File: config.mk
export PLATFORM = sky130hd
export DESIGN_NAME = uart_tx_fifo_flat
export DESIGN_NICKNAME = d
export VERILOG_FILES = /design/src/rtl/uart_tx_fifo_if.sv /design/src/rtl/uart_tx_fifo.sv /design/src/flat_wrapper.sv
export SDC_FILE = /design/constraint.sdc
export NUM_CORES = 1
export LEC_CHECK = 0
export ABC_AREA = 1
export ABC_CLOCK_PERIOD_IN_PS = 3050
export CORE_MARGIN = 10
export CORE_UTILIZATION = 35
export CTS_CLUSTER_DIAMETER = 40
export DETAILED_ROUTE_END_ITERATION = 10
export GPL_TIMING_DRIVEN = 0
export PLACE_DENSITY_LB_ADDON = 0.08
export SETUP_SLACK_MARGIN = 0.3
export SYNTH_ARGS = -nofsm -noshare
export SYNTH_HDL_FRONTEND = slang
export SYNTH_SLANG_ARGS = --single-unit
export TNS_END_PERCENT = 1
File: constraint.sdc
create_clock -name clk -period 3.05 [get_ports clk]
set_input_delay 0.7625 -clock clk [delete_from_list [all_inputs] [get_ports clk]]
set_output_delay 0.7625 -clock clk [all_outputs]
set_load 0.02 [all_outputs]
File: src/rtl/uart_tx_fifo_if.sv
// Handshake between the send sequencer (master, clk domain) and the UART transmitter.
// tx_ready is produced in the transmitter's clock domain and is asynchronous to the master.
interface uart_tx_fifo_if #(
  parameter int WORD_SIZE = 8
);
  logic [WORD_SIZE-1:0] tx_data;
  logic                 tx_write_en;
  logic                 tx_send_en;
  logic                 tx_ready;

  modport master (
    output tx_data,
    output tx_write_en,
    output tx_send_en,
    input  tx_ready
  );

  modport slave (
    input  tx_data,
    input  tx_write_en,
    input  tx_send_en,
    output tx_ready
  );
endinterface

File: src/rtl/uart_tx_fifo.sv
// Circular word FIFO feeding a UART transmitter, plus a Moore sequencer that loads and
// sends one word at a time, paced by the transmitter's synchronized ready flag.
//
//  state | meaning
//  IDLE  | waiting for a stored word and transmitter ready
//  LOAD  | tx_write_en pulse, FIFO head popped
//  SEND  | tx_send_en held until ready drops or the send timer expires
//  BUSY  | transmitter busy, waiting for ready to return
module uart_tx_fifo #(
  parameter int WORD_SIZE    = 8,
  parameter int DEPTH_LOG2   = 4,
  parameter int SEND_TIMEOUT = 1023
) (
  input  logic                  clk,
  input  logic                  reset_b,
  input  logic [WORD_SIZE-1:0]  wr_data,
  input  logic                  wr_en,
  input  logic                  flush,
  input  logic                  clear_err,
  uart_tx_fifo_if.master        tx,
  output logic                  fifo_full,
  output logic                  fifo_empty,
  output logic [DEPTH_LOG2:0]   fifo_count,
  output logic                  overflow,
  output logic                  timeout_err
);

  localparam int DEPTH = 2 ** DEPTH_LOG2;
  localparam int TW    = $clog2(SEND_TIMEOUT + 1);

  localparam logic [DEPTH_LOG2-1:0] PTR_ONE   = {{(DEPTH_LOG2-1){1'b0}}, 1'b1};
  localparam logic [DEPTH_LOG2:0]   CNT_ONE   = {{DEPTH_LOG2{1'b0}}, 1'b1};
  localparam logic [DEPTH_LOG2:0]   CNT_FULL  = {1'b1, {DEPTH_LOG2{1'b0}}};
  localparam logic [TW-1:0]         TIMER_ONE = {{(TW-1){1'b0}}, 1'b1};
  localparam logic [TW-1:0]         TIMER_MAX = TW'(SEND_TIMEOUT);

  typedef enum logic [1:0] {IDLE, LOAD, SEND, BUSY} state_t;

  state_t                 state, state_next;
  logic                   rdy_meta, rdy_s;
  logic [WORD_SIZE-1:0]   mem [DEPTH];
  logic [DEPTH_LOG2-1:0]  wr_ptr, rd_ptr;
  logic [DEPTH_LOG2:0]    count_next;
  logic [TW-1:0]          timer;
  logic                   pop, wr_ok, ovf_set, tmo_set;

  always_ff @(posedge clk or negedge reset_b) begin
    if (!reset_b) begin
      rdy_meta <= 1'b0;
      rdy_s    <= 1'b0;
    end else begin
      rdy_meta <= tx.tx_ready;
      rdy_s    <= rdy_meta;
    end
  end

  // A write into a full FIFO is only accepted when the same cycle pops the head.
  assign pop     = (state == LOAD);
  assign wr_ok   = wr_en && !flush && (!fifo_full || pop);
  assign ovf_set = wr_en && !flush && fifo_full && !pop;
  assign tmo_set = (state == SEND) && rdy_s && (timer == TIMER_MAX);

  always_comb begin
    count_next = fifo_count;
    if (flush)
      count_next = '0;
    else if (wr_ok && !pop)
      count_next = fifo_count + CNT_ONE;
    else if (pop && !wr_ok)
      count_next = fifo_count - CNT_ONE;
  end

  always_ff @(posedge clk) begin
    if (wr_ok)
      mem[wr_ptr] <= wr_data;
  end

  always_ff @(posedge clk or negedge reset_b) begin
    if (!reset_b) begin
      wr_ptr     <= '0;
      rd_ptr     <= '0;
      fifo_count <= '0;
      fifo_full  <= 1'b0;
      fifo_empty <= 1'b1;
    end else begin
      if (flush) begin
        wr_ptr <= '0;
        rd_ptr <= '0;
      end else begin
        if (wr_ok) wr_ptr <= wr_ptr + PTR_ONE;
        if (pop)   rd_ptr <= rd_ptr + PTR_ONE;
      end
      fifo_count <= count_next;
      fifo_full  <= (count_next == CNT_FULL);
      fifo_empty <= (count_next == '0);
    end
  end

  always_ff @(posedge clk or negedge reset_b) begin
    if (!reset_b) begin
      overflow    <= 1'b0;
      timeout_err <= 1'b0;
    end else begin
      if (ovf_set)        overflow <= 1'b1;
      else if (clear_err) overflow <= 1'b0;
      if (tmo_set)        timeout_err <= 1'b1;
      else if (clear_err) timeout_err <= 1'b0;
    end
  end

  always_ff @(posedge clk or negedge reset_b) begin
    if (!reset_b) timer <= '0;
    else if (state == SEND) timer <= timer + TIMER_ONE;
    else timer <= '0;
  end

  // Head is captured on entry to LOAD so tx_data is valid during the write pulse and
  // a same-cycle write into the slot being popped cannot disturb it.
  always_ff @(posedge clk or negedge reset_b) begin
    if (!reset_b)
      tx.tx_data <= '0;
    else if (state == IDLE && state_next == LOAD)
      tx.tx_data <= mem[rd_ptr];
  end

  always_ff @(posedge clk or negedge reset_b) begin
    if (!reset_b) state <= IDLE;
    else state <= state_next;
  end

  always_comb begin
    state_next = state;
    if (flush) begin
      state_next = IDLE;
    end else begin
      case (state)
        IDLE: if (!fifo_empty && rdy_s) state_next = LOAD;
        LOAD: state_next = SEND;
        SEND: begin
          if (!rdy_s) state_next = BUSY;
          else if (timer == TIMER_MAX) state_next = IDLE;
        end
        BUSY: if (rdy_s) state_next = IDLE;
        default: state_next = IDLE;
      endcase
    end
  end

  always_comb begin
    tx.tx_write_en = (state == LOAD);
    tx.tx_send_en  = (state == SEND);
  end

endmodule
File: src/flat_wrapper.sv
// flat-port wrapper written by rule: the top's interface ports become plain ports
module uart_tx_fifo_flat 
#(
  parameter int WORD_SIZE    = 8,
  parameter int DEPTH_LOG2   = 4,
  parameter int SEND_TIMEOUT = 1023
)
  (clk, reset_b, wr_data, wr_en, flush, clear_err, fifo_full, fifo_empty, fifo_count, overflow, timeout_err, tx_tx_data, tx_tx_write_en, tx_tx_send_en, tx_tx_ready);
  uart_tx_fifo_if #(.WORD_SIZE(WORD_SIZE)) tx_i ();
  input  logic clk;
  input  logic reset_b;
  input  logic [WORD_SIZE-1:0] wr_data;
  input  logic wr_en;
  input  logic flush;
  input  logic clear_err;
  output logic fifo_full;
  output logic fifo_empty;
  output logic [DEPTH_LOG2:0] fifo_count;
  output logic overflow;
  output logic timeout_err;
  output wire logic [$bits(tx_i.tx_data)-1:0] tx_tx_data;
  output wire logic [$bits(tx_i.tx_write_en)-1:0] tx_tx_write_en;
  output wire logic [$bits(tx_i.tx_send_en)-1:0] tx_tx_send_en;
  input wire logic [$bits(tx_i.tx_ready)-1:0] tx_tx_ready;
  assign tx_tx_data = tx_i.tx_data;
  assign tx_tx_write_en = tx_i.tx_write_en;
  assign tx_tx_send_en = tx_i.tx_send_en;
  assign tx_i.tx_ready = tx_tx_ready;
  uart_tx_fifo #(.WORD_SIZE(WORD_SIZE), .DEPTH_LOG2(DEPTH_LOG2), .SEND_TIMEOUT(SEND_TIMEOUT)) u_core (.clk(clk), .reset_b(reset_b), .wr_data(wr_data), .wr_en(wr_en), .flush(flush), .clear_err(clear_err), .tx(tx_i), .fifo_full(fifo_full), .fifo_empty(fifo_empty), .fifo_count(fifo_count), .overflow(overflow), .timeout_err(timeout_err));
endmodule
After elaboration in Yosys (flattened, before gate mapping)
Memory sizes are Yosys's and may differ from the RTL's. A register that Yosys moved wholly into a read port is not among the register bits.
Cells that the tools add are included.
{"block": "totals", "register_bits": 31, "output_inout_bits": 19, "word_cells": 65, "ramBits": 128, "in_bits": 14, "mem_count": 1}
{"name": "u_core.mem", "depth": 16, "width": 8, "read_ports": 1, "rd_ports_with_merged_regs": 1, "wr": 1, "line_no": "uart_tx_fifo.sv:41", "source": "logic [WORD_SIZE-1:0] mem [DEPTH];"}
{"block": "classes", "reduce_logical": 23, "n_mux": 19, "addsub": 5, "eq_ne": 6}
{"operator": "4-bit two-way mux", "count": 4}
{"operator": "5-bit two-way mux", "count": 3}
{"operator": "10-bit by 1-bit adder with 10-bit output (second input constant)", "count": 1}
{"operator": "10-bit equality test (second input constant)", "count": 1}
{"operator": "1-bit logical AND", "count": 10}
{"operator": "10-bit two-way mux", "count": 1}
{"operator": "2-bit two-way mux", "count": 5}
{"operator": "4-bit by 1-bit adder with 4-bit output (second input constant)", "count": 2}
{"operator": "2-bit case mux with 4 select lines", "count": 1}
{"operator": "2-bit nonzero test", "count": 4}
{"operator": "1-bit zero test", "count": 6}
{"operator": "5-bit by 1-bit adder with 5-bit output (second input constant)", "count": 1}
{"operator": "5-bit equality test (second input constant)", "count": 1}
{"operator": "5-bit zero test", "count": 1}
{"operator": "1-bit two-way mux", "count": 5}
{"operator": "5-bit by 1-bit subtractor with 5-bit output (second input constant)", "count": 1}
{"operator": "2-bit by 1-bit equality test with 1-bit output (second input constant)", "count": 2}
{"operator": "2-bit equality test (second input constant)", "count": 2}
{"operator": "2-bit zero test", "count": 1}
{"operator": "1-bit logical OR", "count": 1}

Logic depth before layout (Yosys ltp)
{"block": "depth", "word_depth": 9, "depth_mapped": 10, "mapped_depth_nobuf": 10}

Worst setup path after synthesis
Ideal clock, no wire load.
{"block": "synth_path", "path_type": "input port to flip-flop", "from": "in wr_en", "to": "mem u_core.mem[0][0] (enable)", "setup_time_ps": 370, "n_path_buf": 0, "required_ps": 2680, "slack_ps": 1027, "stages": 6, "arrival_time_ps": 1652, "cell_sequence": "inv_1 > nor2_2 > o21ai_2 > clkinv_2 > nand2_1 > nor2_1"}
{"block": "synth_between", "elab_chain_len": 4}
{"item": "from (decl)", "line_no": "flat_wrapper.sv:13", "source": "input logic wr_en;"}
{"item": "1-bit logical AND (2 in a row)", "line_no": "uart_tx_fifo.sv:59", "source": "assign wr_ok = wr_en && !flush && (!fifo_full || pop);"}
{"item": "1-bit two-way mux", "line_no": "uart_tx_fifo.sv:74", "source": "if (wr_ok)"}
{"item": "1-bit two-way mux (not written as such)", "line_no": "uart_tx_fifo.sv:75", "source": "mem[wr_ptr] <= wr_data;"}
{"item": "to (decl)", "line_no": "uart_tx_fifo.sv:41"}
Every way passes these cells.

Worst setup path in the final report
{"block": "layout_path", "from": "in flush", "to": "mem u_core.mem[8][4] (enable)"}
{"block": "layout_between", "elab_chain_len": 5}
{"item": "from (decl)", "line_no": "flat_wrapper.sv:14", "source": "input logic flush;"}
{"item": "1-bit zero test", "line_no": "uart_tx_fifo.sv:59"}
{"item": "1-bit logical AND (2 in a row)", "line_no": "uart_tx_fifo.sv:59"}
{"item": "1-bit two-way mux", "line_no": "uart_tx_fifo.sv:74"}
{"item": "1-bit two-way mux (not written as such)", "line_no": "uart_tx_fifo.sv:75"}
Every way passes these cells.

==> results.py <==
metrics = {
    "outcome": {
        "status": "completed",
    },
    "timing": {
        "rsz0062_at_grt": "true",
        "period_needed_ps": 2690,
        "min_period_over_period_pct": 88.2,
        "fmax_mhz": 372,
        "skew_ps": 14.6,
        "holdWs_ps": 201,
        "setup_violations": 0,
        "tightest_slew_ps": 824,
        "slew_headroom_pct": 44.9,
        "finalHoldViolCount": 0,
        "drv_slew": 0,
    },
    "clocking": {
        "cts_tree": "done",
        "cts_buffer_depth": 2,
        "insertion_delay_ps": 430,
        "cts_buffers": 17,
        "htree_num_levels": 4,
        "clkTransAtPathRegs_ps": 60,
        "clock-root-buffer": "clkbuf_16",
        "post_cts_buffers": 0,
        "clkSinkCount": 167,
    },
    "place": {
        "io_buffers": 32,
        "dp_hpwl_mm": 13.1,
        "detailed_place.area_mm2": 0.00778,
        "gp_congestion": 0.862,
    },
    "route": {
        "vias": 4813,
        "drt_iter0_markers": 377,
        "drt_wl_total_mm": 19.0,
        "wl_per_cell_um": 19.4,
        "avgViaCountPerCell": 4.93,
        "dr.pass1.iters": 8,
        "ant_nets": 0,
        "drc_errors": 0,
    },
    "floorplanning": {
        "ioPinCount": 33,
        "dieArea_mm2": 0.0264,
        "die_w_um": 163,
        "die_y_um": 163,
        "row_count": 52,
        "fp.coreArea_mm2": 0.0201,
        "initial_core_util_pct": 35.4,
    },
    "global_routing": {
        "grt_pass1_wl_mm": 29.2,
        "track_usage_pct": 14.9,
        "grt_overflow": 0,
        "grt_pass1_vias": 4806,
        "antenna_found_initial": 0,
        "grt_max_degree": 31,
    },
    "worst_setup_path": {
        "path_cells": "clkdlybuf4s50_1, nor2_2, o21ai_2, clkinv_2, nand2_1, nor2_1",
        "critPathCaptureType": "register",
        "critPathArrivalTime_ps": 2740,
        "required_ps": 3100,
        "critPathMaxStageDelay_ps": 640,
        "critPathMaxFanout": 8,
        "crit_slowest_cell": "nor2_1",
        "setup.worst_path.class": "input pin to register",
        "critPathLaunchType": "input pin",
    },
    "logic_synthesis": {
        "ys_seq_elements": 167,
        "syn-mean-instance-area_um2": 11.1,
        "syn-num-nets": 665,
        "ys_warn_count": 0,
        "async_flop_share_pct": 23.4,
        "ys_types": 36,
        "synth_ff_type": "edfxtp_1",
        "synth_enable_flop_cells": 128,
        "yosysSeqAreaShare_pct": 67.8,
        "yosys.area.top_type": "edfxtp_1",
        "netlist_instances": 643,
        "ys_top_cells_by_area": "edfxtp_1, dfrtp_1, nor2_1",
        "synth_top_area_share_pct": 54.1,
        "synth_area_mm2": 0.00711,
    },
    "finish": {
        "finalInstanceArea_mm2": 0.00836,
        "nets": 717,
        "final_common_cell": "nor2_1",
        "fin_util_pct": 41.6,
        "nFillCells": 1912,
        "area_growth_pct": 17.7,
        "antenna_cells": 0,
        "final_cell_mix": "nor2_1, edfxtp_1, nand2_1",
        "drive_gt1_share_pct": 10.9,
    },
    "flow_run": {
        "drv_cap": 0,
    },
    "worst_hold_path": {
        "hold_path.class": "input pin to asynchronous set/reset pin",
    },
    "pwr": {
        "pwr-share-seq_pct": 46.9,
        "leakagePower_nw": 3.06,
        "combPwrFrac_pct": 15.0,
        "switching_power_mw": 1.52,
        "cellPowerDensity_mw_per_mm2": 667,
        "power_mw": 5.58,
        "clock_power_share_pct": 38.1,
        "max-vdd-ir-drop_uv": 437,
        "p_int_mw": 4.05,
        "switching_share_pct": 27.3,
    },
}
-- path summary, 6_finish.rpt --
kind | from | end | slack [ps] | depth (start not counted)
max | flush | u_core.mem[8][4]$_DFFE_PP_ | 360 | 6
min | reset_b | u_core.fifo_count[1]$_DFF_PN0_ | 200 | 1
max reg2reg | u_core.state[0]$_DFF_PN0_ | u_core.mem[8][4]$_DFFE_PP_ | 820 | 6
min reg2reg | u_core.rdy_meta$_DFF_PN0_ | u_core.rdy_s$_DFF_PN0_ | 350 | 0
max in group asynchronous | reset_b | u_core.fifo_empty$_DFF_PN1_ | 2350 | 2
min in group clk | u_core.rdy_meta$_DFF_PN0_ | u_core.rdy_s$_DFF_PN0_ | 350 | 0
-- worst max-delay path, delay by kind of cell --
family | cells | cell delay (ps)
compound gates | 1 | 130
buf+inv | 2 | 700
simple gates | 3 | 1120
-- final cells by class --
| class | instances | area (um2) | area share (%) |
|---|---|---|---|
| Multi-Input combinational cell | 412 | 2000 | 24.0 |
| Tap cell | 270 | 338 | 4.04 |
| Inverter | 38 | 149 | 1.78 |
| Timing Repair Buffer | 33 | 335 | 4.01 |
| Clock inverter | 14 | 151 | 1.81 |
| Buffer | 26 | 139 | 1.66 |
| Clock buffer | 17 | 425 | 5.09 |
| Sequential cell | 167 | 4820 | 57.6 |
-- cell usage after synthesis (2+ instances only) --
cell      count
nor2_1      147
buf_2         8
nand2_4       4
o21ai_1      19
nor3_1        9
buf_4         8
a21oi_1      11
dfrtp_1      38
nand4_1       3
inv_2         6
o21a_1        2
nor2_2        4
o21ai_0      54
nand3_1      47
nor3_2        2
clkbuf_1      9
o21ai_2       2
edfxtp_1    128
inv_1        28
o211ai_1     16
inv_4         2
nand2_1      73
ha_1          8
xor2_1        3
-- routing by layer --
metal	global-route usage, %	share of wire (%)	vias to the layer above
li1	-	-	2327
met1	20.2	46	2321
met2	22.6	46	141
met3	3.29	5.9	24
met4	5.67	2.1	0
met5	0	0	-
-- sequential cells by signal, summed over array words and instances, names as in the netlist, 2 cells and up --
| register | count |
|---|---|
| u_core.state | 2 |
| u_core.fifo_count | 5 |
| u_core.mem | 128 |
| u_core.tx.tx_data | 8 |
| u_core.rd_ptr | 4 |
| u_core.wr_ptr | 4 |
| u_core.timer | 10 |
-- stage by stage --
stage / TNS (ps) / std cells / setup slack (ps)
floorplan: 0 / 643 / 1030
global route: 0 / 977 / 215
global placement: -6450 / 945 / -196
detailed placement: -7540 / 946 / -200
CTS: 0 / 977 / 269
finish: 0 / 977 / 361
-- power by group through the flow --
stage / clock, mW / sequential (mW) / combinational [mW]
CTS: 2.16 / 2.62 / 0.847
global placement: 0 / 2.66 / 0.834
finish: 2.13 / 2.62 / 0.834
global route: 2.25 / 2.63 / 0.924
floorplan: 0 / 2.73 / 0.391
detailed placement: 0 / 2.66 / 0.843
-- kinds of logic after synthesis --
logic type      count (synthesis)  synth area share (%)
xor+xnor                        3                 0.370
buf+inv                        64                  4.05
fa+ha+maj                       8                  1.41
compound gates                108                  8.52
flops                         167                  67.8
simple gates                  293                  17.8
-- repair_timing --
action	CTS	global route
resized for setup	1	1
hold buffers	0	0
endpoints found under the setup margin	17	81
(Power assumes the default switching activity.)
